==> src/rtl/sd_cmd_resp_rx_if.sv <==
`default_nettype none
// ============================================================================
// Module   : sd_cmd_resp_rx_if
// Brief    : Arm/response bundle between the CMD transmitter side and the
//            SD CMD-line response receiver.
// Revision : 1.0
// ============================================================================
interface sd_cmd_resp_rx_if;
    logic         cmd_in;
    logic         start;
    logic         long_resp;
    logic         busy;
    logic         resp_valid;
    logic [135:0] resp_data;
    logic         timeout_err;
    logic         crc_err;
    logic         frame_err;

    modport master (
        output cmd_in, start, long_resp,
        input  busy, resp_valid, resp_data, timeout_err, crc_err, frame_err
    );

    modport slave (
        input  cmd_in, start, long_resp,
        output busy, resp_valid, resp_data, timeout_err, crc_err, frame_err
    );
endinterface
`default_nettype wire

==> src/rtl/sd_cmd_resp_rx.sv <==
`default_nettype none
// ============================================================================
// Module   : sd_cmd_resp_rx
// Brief    : SD CMD-line response deserializer (48/136-bit frames) with
//            framing, timeout and optional CRC7 check (SD_CMD_RESP_CRC_CHECK_EN).
// Revision : 1.0
// ============================================================================
module sd_cmd_resp_rx #(
    parameter int TIMEOUT_CYCLES = 64,
    parameter int TO_W           = 7
) (
    input  logic             clk,
    input  logic             reset,
    sd_cmd_resp_rx_if.slave  bus
);

    typedef enum logic [1:0] {
        S_IDLE = 2'd0,
        S_WAIT = 2'd1,
        S_RECV = 2'd2,
        S_DONE = 2'd3
    } state_t;

    state_t          r_state;
    state_t          w_state_nxt;
    logic            w_busy;
    logic            w_valid;

    logic            r_long;
    logic [7:0]      r_bit_cnt;
    logic [TO_W-1:0] r_to_cnt;
    logic [135:0]    r_data;
    logic            r_to_err;
    logic            r_frame_err;
    logic            w_crc_err;

    logic            w_last_bit;
    logic            w_to_last;
    logic            w_arm;

    assign w_arm      = (r_state == S_IDLE) && bus.start;
    assign w_last_bit = (r_bit_cnt == (r_long ? 8'd135 : 8'd47));
    assign w_to_last  = (r_to_cnt == TO_W'(TIMEOUT_CYCLES - 1));

    always_ff @(posedge clk) begin
        if (reset) begin
            r_state <= S_IDLE;
        end else begin
            r_state <= w_state_nxt;
        end
    end

    always_comb begin
        w_state_nxt = r_state;
        w_busy      = 1'b0;
        w_valid     = 1'b0;
        case (r_state)
            S_IDLE: begin
                if (bus.start) begin
                    w_state_nxt = S_WAIT;
                end
            end
            S_WAIT: begin
                w_busy = 1'b1;
                if (!bus.cmd_in) begin
                    w_state_nxt = S_RECV;
                end else if (w_to_last) begin
                    w_state_nxt = S_DONE;
                end
            end
            S_RECV: begin
                w_busy = 1'b1;
                if (w_last_bit) begin
                    w_state_nxt = S_DONE;
                end
            end
            S_DONE: begin
                w_valid     = 1'b1;
                w_state_nxt = S_IDLE;
            end
            default: w_state_nxt = S_IDLE;
        endcase
    end

    // Shift register, counters and framing/timeout flags
    always_ff @(posedge clk) begin
        if (reset) begin
            r_long      <= 1'b0;
            r_bit_cnt   <= 8'd0;
            r_to_cnt    <= '0;
            r_data      <= '0;
            r_to_err    <= 1'b0;
            r_frame_err <= 1'b0;
        end else begin
            case (r_state)
                S_IDLE: begin
                    if (bus.start) begin
                        r_long      <= bus.long_resp;
                        r_bit_cnt   <= 8'd0;
                        r_to_cnt    <= '0;
                        r_data      <= '0;
                        r_to_err    <= 1'b0;
                        r_frame_err <= 1'b0;
                    end
                end
                S_WAIT: begin
                    if (!bus.cmd_in) begin
                        r_data    <= {r_data[134:0], bus.cmd_in};
                        r_bit_cnt <= 8'd1;
                    end else begin
                        r_to_cnt <= r_to_cnt + TO_W'(1);
                        if (w_to_last) begin
                            r_to_err <= 1'b1;
                        end
                    end
                end
                S_RECV: begin
                    r_data    <= {r_data[134:0], bus.cmd_in};
                    r_bit_cnt <= r_bit_cnt + 8'd1;
                    if (((r_bit_cnt == 8'd1) && bus.cmd_in) ||
                        (w_last_bit && !bus.cmd_in)) begin
                        r_frame_err <= 1'b1;
                    end
                end
                default: ;
            endcase
        end
    end

`ifdef SD_CMD_RESP_CRC_CHECK_EN
    logic [6:0] r_crc;
    logic       r_crc_err;
    logic       w_fb;
    logic       w_crc_span;
    logic       w_sample;

    // Bit counter is still 0 while waiting, so it doubles as the start-bit position
    assign w_sample   = ((r_state == S_WAIT) && !bus.cmd_in) || (r_state == S_RECV);
    assign w_crc_span = r_long ? ((r_bit_cnt >= 8'd8) && (r_bit_cnt <= 8'd127))
                               : (r_bit_cnt <= 8'd39);
    assign w_fb       = r_crc[6] ^ bus.cmd_in;

    always_ff @(posedge clk) begin
        if (reset) begin
            r_crc     <= 7'd0;
            r_crc_err <= 1'b0;
        end else if (w_arm) begin
            r_crc     <= 7'd0;
            r_crc_err <= 1'b0;
        end else begin
            if (w_sample && w_crc_span) begin
                r_crc <= {r_crc[5:3], r_crc[2] ^ w_fb, r_crc[1:0], w_fb};
            end
            // At the end bit the received CRC7 sits in the low seven shift bits
            if ((r_state == S_RECV) && w_last_bit) begin
                r_crc_err <= (r_data[6:0] != r_crc);
            end
        end
    end

    assign w_crc_err = r_crc_err;
`else
    assign w_crc_err = 1'b0;
`endif

    assign bus.busy        = w_busy;
    assign bus.resp_valid  = w_valid;
    assign bus.resp_data   = r_data;
    assign bus.timeout_err = r_to_err;
    assign bus.crc_err     = w_crc_err;
    assign bus.frame_err   = r_frame_err;

endmodule
`default_nettype wire

==> src/flat_wrapper.sv <==
// flat-port wrapper written by rule: the top's interface ports become plain ports
module sd_cmd_resp_rx_flat 
#(
    parameter int TIMEOUT_CYCLES = 64,
    parameter int TO_W           = 7
)
  (clk, reset, bus_cmd_in, bus_start, bus_long_resp, bus_busy, bus_resp_valid, bus_resp_data, bus_timeout_err, bus_crc_err, bus_frame_err);
  sd_cmd_resp_rx_if bus_i ();
  input  logic clk;
  input  logic reset;
  input wire logic [$bits(bus_i.cmd_in)-1:0] bus_cmd_in;
  input wire logic [$bits(bus_i.start)-1:0] bus_start;
  input wire logic [$bits(bus_i.long_resp)-1:0] bus_long_resp;
  output wire logic [$bits(bus_i.busy)-1:0] bus_busy;
  output wire logic [$bits(bus_i.resp_valid)-1:0] bus_resp_valid;
  output wire logic [$bits(bus_i.resp_data)-1:0] bus_resp_data;
  output wire logic [$bits(bus_i.timeout_err)-1:0] bus_timeout_err;
  output wire logic [$bits(bus_i.crc_err)-1:0] bus_crc_err;
  output wire logic [$bits(bus_i.frame_err)-1:0] bus_frame_err;
  assign bus_i.cmd_in = bus_cmd_in;
  assign bus_i.start = bus_start;
  assign bus_i.long_resp = bus_long_resp;
  assign bus_busy = bus_i.busy;
  assign bus_resp_valid = bus_i.resp_valid;
  assign bus_resp_data = bus_i.resp_data;
  assign bus_timeout_err = bus_i.timeout_err;
  assign bus_crc_err = bus_i.crc_err;
  assign bus_frame_err = bus_i.frame_err;
  sd_cmd_resp_rx #(.TIMEOUT_CYCLES(TIMEOUT_CYCLES), .TO_W(TO_W)) u_core (.clk(clk), .reset(reset), .bus(bus_i));
endmodule
==> config.mk <==
export PLATFORM = sky130hd
export DESIGN_NAME = sd_cmd_resp_rx_flat
export DESIGN_NICKNAME = d
export VERILOG_FILES = /design/src/rtl/sd_cmd_resp_rx_if.sv /design/src/rtl/sd_cmd_resp_rx.sv /design/src/flat_wrapper.sv
export SDC_FILE = /design/constraint.sdc
export NUM_CORES = 1
export LEC_CHECK = 0
export ABC_AREA = 1
export CAP_MARGIN = 5
export CORE_MARGIN = 1
export CORE_UTILIZATION = 50
export DETAILED_ROUTE_END_ITERATION = 6
export PLACE_DENSITY = 0.79
export REMOVE_ABC_BUFFERS = 1
export SLEW_MARGIN = 20
export SYNTH_ARGS = -nofsm -noshare
export SYNTH_HDL_FRONTEND = slang
export SYNTH_SLANG_ARGS = --single-unit
==> constraint.sdc <==
create_clock -name clk -period 1.8 [get_ports clk]
set_input_delay 0.27 -clock clk [delete_from_list [all_inputs] [get_ports clk]]
set_output_delay 0.27 -clock clk [all_outputs]
set_load 0.01 [all_outputs]
* Word level (Yosys, flattened, before mapping)
Cells that the tools add are included.
** Storage, ports and cells
- Memories :: 0
- Word-level logic and storage cells :: 60
- Bits in registers :: 156
- Output and inout bits :: 141
- Memory bits (writable) :: 0
- Bits of input ports :: 5
- Memory bits (read-only) :: 0
- Bits in latches :: 0
** Operators by class
- Shifts and indexed selects :: 0
- Bitwise operators :: 0
- Add/sub/neg operators :: 2
- $lt $le $gt $ge :: 0
- Equality and inequality tests :: 13
- Reduce and logical (&&, ||, !) cells :: 15
- Mux-type cells :: 23
- Div/mod/pow operators :: 0
- $mul :: 0
** Operators with widths (count)
- 136-bit case mux with 3 select lines :: 1
- 136-bit 2-to-1 mux :: 2
- 8-bit 2-to-1 mux :: 3
- 8-bit case mux with 3 select lines :: 1
- 7-bit 2-to-1 mux :: 2
- 7-bit case mux with 2 select lines :: 1
- 3-bit AND reduction :: 4
- 8-bit by 1-bit adder with 8-bit output (second input constant) :: 1
- 8-bit by 1-bit == test with 1-bit output (second input constant) :: 1
- 8-bit == test :: 1
- 2-bit 2-to-1 mux :: 4
- 2-bit case mux with 4 select lines :: 1
- 7-bit by 1-bit adder with 7-bit output (second input constant) :: 1
- 7-bit by 6-bit == test with 1-bit output (second input constant) :: 1
- 1-bit 2-to-1 mux :: 6
- 2-bit by 1-bit inequality test with 1-bit output (second input constant) :: 3
- 2-bit inequality test (second input constant) :: 3
- 2-bit == test (second input constant) :: 2
- 1-bit case mux with 2 select lines :: 2
- 4-bit AND reduction :: 1
- 2-bit nonzero test :: 2
- 3-bit by 2-bit inequality test with 1-bit output (second input constant) :: 1
- 3-bit nonzero test :: 1
- 2-bit by 1-bit == test with 1-bit output (second input constant) :: 1
- other kinds (6) :: 7

* Logic depth before layout (Yosys ltp)
Gate-level depths: netlist of the first run.
- Word-level depth :: 6
- Mapped depth :: 12
- Gate-level depth less buffers :: 12

* Least setup slack after synthesis of the first run
No wires, ideal clock.
- Kind :: register -> register
- Start point :: register u_core.r_state[0]
- End point :: register u_core.r_data[23] (netlist: u_core.bus.resp_data[23])
- Buffers on the path :: 2
- Path slack :: 0.143 ns
- Required time :: 1.681 ns
- Library setup time :: 0.119 ns
- Arrival :: 1.538 ns
- Stages on the path, launching flop included :: 9
- Period minus slack after synthesis :: 1.657 ns
- Path through :: dfxtp_1 -> inv_1 -> ha_1 -> o21ai_2 -> buf_4 -> buf_2 -> nor2_1 -> o21ai_1 -> a21oi_1
** Between the ends
- Word-level cells in the longest chain between the ends :: 3
- Elaborated cells on any way between the ends :: 8
- Classes of those cells :: 4 x eq/ne; 1 x mux; 3 x reduce/logical
** Ends and longest elaborated chain
- from (decl) :: line sd_cmd_resp_rx.sv:24 : state_t r_state;
- from (signal assigned) :: line sd_cmd_resp_rx.sv:49 : r_state <= w_state_nxt;
- 2-bit by 1-bit == test with 1-bit output, or another cell as far along :: line sd_cmd_resp_rx.sv:95 : case (r_state)
- 2-bit inequality test (no line) or 3-bit nonzero test (tied branches)
- 3-bit AND reduction (no line)
- to (signal assigned) :: line sd_cmd_resp_rx.sv:108 : r_data <= {r_data[134:0], bus.cmd_in};
- to (signal assigned) :: line sd_cmd_resp_rx.sv:118 : r_data <= {r_data[134:0], bus.cmd_in};
- to (decl) :: line sd_cmd_resp_rx.sv:32 : logic [135:0] r_data;
Several ways; a longest one is shown, not always the timed one.
A chain may end at the register's enable or synchronous reset.

* Worst setup path after layout of the first run
- Start point :: register u_core.r_state[0]
- End point :: output bus_busy
** Between the ends
- Word-level cells in the longest chain between the ends :: 3
- Elaborated cells on any way between the ends :: 4
- Classes of those cells :: 2 x eq/ne; 1 x mux; 1 x reduce/logical
** Ends and longest elaborated chain
- 2-bit by 1-bit == test with 1-bit output or 2-bit == test (tied branches) :: line sd_cmd_resp_rx.sv:57 : case (r_state)
- 2-bit OR reduction (no line) *
- 1-bit 2-to-1 mux * :: line sd_cmd_resp_rx.sv:57
- to (decl) :: line flat_wrapper.sv:14 : output wire logic [$bits(bus_i.busy)-1:0] bus_busy;
Every way passes the cells marked *; elsewhere a longest branch is shown, timed or not.

==> Implementation_results.wiki, run 1 <==
{| class="wikitable"
! Metric !! Value
|-
| Peak supply drop || between 0.9 and 1 mV
|-
| Critical Path Source Type || flop
|-
| Initial drt markers || slightly above 400
|-
| Cells along the critical path || inv_2 -> ha_4 -> clkdlybuf4s15_1
|-
| Remaining routing DRC violations || 0
|-
| Reg2Reg Capture Point || u_core.bus.resp_data[16]
|-
| CP Class || flop to output pin
|-
| Post-route cell area || 8980 um2
|-
| Buffers plus inverters on the worst setup path || 2
|-
| Startpoint of the worst register-to-register path || u_core.r_state[0]
|-
| # rows || 41
|-
| Post-Route Hold Slack || about 0.46 ns
|-
| Residual antenna-violating net count after detailed routing || 0
|-
| Depth of the most critical reg-to-reg path || 10
|-
| Register area share after synthesis || 47.9%
|-
| Depth of the critical timing path with buffers and inverters included || 3
|-
| CP Capture Point || bus_busy
|-
| Number of CTS-inserted buffers || 17
|-
| Crit-path max FO || 5
|-
| Area of the mapped netlist || approximately 6500 um2
|-
| Area share of the largest cell type after synthesis || between 40% and 50%
|-
| Average wire per standard cell || between 10 and 15 um
|-
| Antenna violations before repair || 0
|-
| Crit-path max cell delay || ~0.4 ns
|-
| Count of distinct cell types in the synthesized netlist || 27
|-
| Total overflow reported by the global router || 0
|-
| Fmax || 582 MHz
|-
| Routed vias || approximately 6000
|-
| Fin nets || roughly 1100
|-
| Type of the most critical hold path || flop to flop
|-
| Cell area reported after detailed placement || a little over 8000 um2
|-
| Clock Skews || 0.00898 ns
|-
| Kind of cell adding the most delay to the critical path || flip-flops
|-
| Final worst slack || slightly above 0.08 ns
|-
| LEAKAGE || about 0.0033 uW
|-
| Post-synthesis register bit count || 156
|-
| Final weighted congestion of routability-driven global placement || about 0.83
|-
| Buffers from clock root to sink, at most || 2
|-
| Sink Count || 156
|-
| Syn Area/Cell || a little over 7 um2
|-
| Category of the worst setup path capture point || output pin
|-
| Global-route usage over all layers || around 23%
|-
| Power density over the cells || roughly 1800 nW/um2
|-
| Antenna cells || 0
|-
| Worst slack at placement || -0.0237 ns
|-
| Die area || 13500 um2
|-
| Final period demand of the worst path || between 1.5 and 2 ns
|-
| Horiz. Die Dim || ~120 um
|-
| Proportion of register bits with asynchronous set or reset after synthesis || 0%
|-
| Routed Wire Length || 14.9 mm
|-
| Syn-to-layout area delta || 37.8%
|-
| Layout fillers || ~1000
|-
| Count of buffers inserted at the top-level ports || 144
|-
| Setup violations, final || 0
|-
| Die height || 116 um
|-
| Max-cap check violation count || 0
|-
| Warnings from Yosys || 0
|-
| Iteration count of the initial detailed-routing pass || 5
|-
| CTS H-tree depth || 4
|-
| CP Data Arrival Time || 1.45 ns
|-
| Start point of the critical path || u_core.r_state[0]
|-
| Final Slew Violations || 0
|-
| Sum of net half-perimeters after detailed placement || a little under 10 mm
|-
| Largest net degree at the start of global routing || 72
|-
| Master of the slowest instance on the critical path || sky130_fd_sc_hd__dfxtp_2
|-
| Initial Util || about half
|-
| Gate Count Post-Synth || about 910
|-
| Root buffer cell || sky130_fd_sc_hd__clkbuf_16
|-
| Main flop type after synthesis || sky130_fd_sc_hd__dfxtp_1
|-
| Total I/O pin count || approximately 150
|-
| Cts hold-fix bufs || 0
|-
| Library cell occupying the most area in the post-synthesis netlist || sky130_fd_sc_hd__dfxtp_1
|-
| Summed negative setup slack over all endpoints || 0 ns
|-
| Number of enable flip-flop cells after synthesis || 0
|-
| Required time at the worst-slack endpoint || 1.53 ns
|-
| Minimum setup slack among reg-to-reg paths || about 0.10 ns
|-
| TritonCTS clock tree || done
|-
| Largest cells by area after synthesis || sky130_fd_sc_hd__dfxtp_1 (48%), sky130_fd_sc_hd__a21oi_1 (11%), sky130_fd_sc_hd__nor2_1 (9.2%)
|-
| Clock slew seen by the registers of the worst setup and hold paths || about 0.06 ns
|-
| Via count of the first global-routing pass || 5233
|-
| Outcome || complete, no violations
|-
| Fraction of the cycle the final worst path needs || between 90% and 100%
|-
| Area of the core || ~13000 um2
|-
| Fraction of final layout cells with drive strength greater than 1 || 7.71%
|-
| Final hold vios || 0
|-
| Wire length of the first global-routing pass || 24.3 mm
|-
| Via/cell ratio || just under 5
|-
| Top post-synthesis cells by count || sky130_fd_sc_hd__nor2_1 (159), sky130_fd_sc_hd__dfxtp_1 (156), sky130_fd_sc_hd__inv_1 (155), sky130_fd_sc_hd__a21oi_1 (146), sky130_fd_sc_hd__o21ai_1 (106)
|-
| Most frequent cell after synthesis || sky130_fd_sc_hd__nor2_1
|-
| Skew-Pair Late Insertion Delay || around 0.42 ns
|}
[flip-flops by register name, indices dropped and copies added, names as in the netlist]
signal                  cells
u_core.bus.resp_data      136
u_core.r_bit_cnt            8
u_core.r_to_cnt             7
u_core.r_state              2
u_core.bus.frame_err        1
u_core.bus.timeout_err      1
u_core.r_long               1
[layout make-up]
cell class,instances,area [um2],share of cell area [%]
Clock buffer,22,484,5.39
Clock inverter,10,161,1.80
Inverter,160,602,6.70
Multi-Input combinational cell,530,2540,28.4
Sequential cell,156,3120,34.8
Tap cell,172,215,2.40
Timing Repair Buffer,173,1840,20.5
[kinds of logic (layout without fill, tap and decap cells)]
| kind of cell | Yosys count | in the layout | share of synthesized area (%) |
|---|---|---|---|
| AO/OA/AOI/OAI | 298 | 298 | 23.2 |
| AND/OR/NAND/NOR | 224 | 224 | 13.8 |
| buffers and inverters | 220 | 365 | 13.7 |
| flip-flops | 156 | 156 | 47.9 |
| adder cells (fa/ha/maj) | 7 | 7 | 1.34 |
| other | 1 | 1 | 0.0576 |
[worst min-delay path by stage]
stage                        startpoint                       end  slack, ns  depth (start not counted)
2_1_floorplan                     reset         u_core.r_state[0]       0.34                          1
3_3_place_gp     u_core.bus.timeout_err    u_core.bus.timeout_err       0.45                          1
3_5_place_dp       u_core.bus.frame_err      u_core.bus.frame_err       0.45                          2
4_1_cts            u_core.bus.frame_err      u_core.bus.frame_err       0.46                          2
5_1_grt            u_core.bus.frame_err      u_core.bus.frame_err       0.48                          2
6_report       u_core.bus.resp_data[78]  u_core.bus.resp_data[78]       0.46                          2
[what timing repair did]
item	CTS	global route
setup buffers	0	1
endpoints found under the hold margin	0	0
gates resized for setup	6	9
pin swaps	0	2
setup endpoints to repair	2	118
[cells in the final DEF, fill, tap and decap left out]
cell | synthesis | routed
sky130_fd_sc_hd__buf_16 | 0 | 1
sky130_fd_sc_hd__buf_12 | 0 | 13
sky130_fd_sc_hd__o21a_1 | 1 | 1
sky130_fd_sc_hd__buf_4 | 4 | 14
sky130_fd_sc_hd__clkinv_4 | 0 | 1
sky130_fd_sc_hd__dfxtp_1 | 156 | 155
sky130_fd_sc_hd__buf_6 | 1 | 1
sky130_fd_sc_hd__nand2_1 | 40 | 39
sky130_fd_sc_hd__conb_1 | 1 | 1
sky130_fd_sc_hd__inv_2 | 5 | 7
sky130_fd_sc_hd__dfxtp_2 | 0 | 1
sky130_fd_sc_hd__nand2_2 | 0 | 1
sky130_fd_sc_hd__or2_1 | 1 | 1
sky130_fd_sc_hd__clkdlybuf4s50_1 | 0 | 142
sky130_fd_sc_hd__ha_1 | 7 | 5
sky130_fd_sc_hd__nand4_1 | 2 | 2
sky130_fd_sc_hd__nor3_2 | 1 | 1
sky130_fd_sc_hd__clkbuf_1 | 22 | 1
sky130_fd_sc_hd__o21ai_4 | 0 | 1
sky130_fd_sc_hd__nor2_2 | 5 | 5
sky130_fd_sc_hd__clkbuf_8 | 0 | 4
sky130_fd_sc_hd__nor3_1 | 6 | 6
sky130_fd_sc_hd__nor2_1 | 159 | 159
sky130_fd_sc_hd__clkinvlp_4 | 0 | 3
sky130_fd_sc_hd__nand2_8 | 0 | 1
sky130_fd_sc_hd__a211oi_1 | 2 | 2
sky130_fd_sc_hd__clkinv_2 | 0 | 3
sky130_fd_sc_hd__clkdlybuf4s15_1 | 0 | 1
sky130_fd_sc_hd__o211ai_1 | 1 | 1
sky130_fd_sc_hd__ha_4 | 0 | 2
sky130_fd_sc_hd__a21oi_1 | 146 | 146
sky130_fd_sc_hd__bufinv_16 | 0 | 4
sky130_fd_sc_hd__dlygate4sd2_1 | 0 | 1
sky130_fd_sc_hd__o21ai_1 | 106 | 108
sky130_fd_sc_hd__nor2_4 | 1 | 1
sky130_fd_sc_hd__nand3_1 | 8 | 8
sky130_fd_sc_hd__clkbuf_16 | 0 | 17
sky130_fd_sc_hd__o211a_1 | 1 | 1
sky130_fd_sc_hd__o21ai_0 | 40 | 38
sky130_fd_sc_hd__inv_1 | 155 | 152
[metrics by stage]
stage	cells	total power, uW	utilization, %
2_1_floorplan	846	8570	-
3_3_place_gp	1190	12000	65.3
3_5_place_dp	1190	12100	65.3
4_1_cts	1222	16100	70.5
5_1_grt	1223	17200	70.8
6_report	1223	16100	70.8
[per-layer routing]
| layer | vias to the layer above | routed length, um | GRT usage [%] |
|---|---|---|---|
| met5 | - | 0 | 0 |
| li1 | 3141 | - | - |
| met3 | 19 | 939 | 6.85 |
| met1 | 2679 | 6970 | 29.2 |
| met2 | 149 | 6780 | 36.3 |
| met4 | 0 | 210 | 9.66 |
[worst min-delay path: stages, from the launching register on]
cell and delay, ns:
sky130_fd_sc_hd__dfxtp_1 0.31, sky130_fd_sc_hd__inv_1 0.06, sky130_fd_sc_hd__a21oi_1 0.05
[where the power goes]
part	total (uW)	switching [uW]	internal (uW)
clock network	3860	1390	2470
logic	7170	3880	3300
registers	5050	569	4480
Power figures use the tool's default switching activity.
==> run 2: changes to the inputs <==
Settings changed: ABC_CLOCK_PERIOD_IN_PS set to 1800, TNS_END_PERCENT set to 50.
==> results of run 2 <==
Final layout, timing and power as in run 1 (identical DEF).
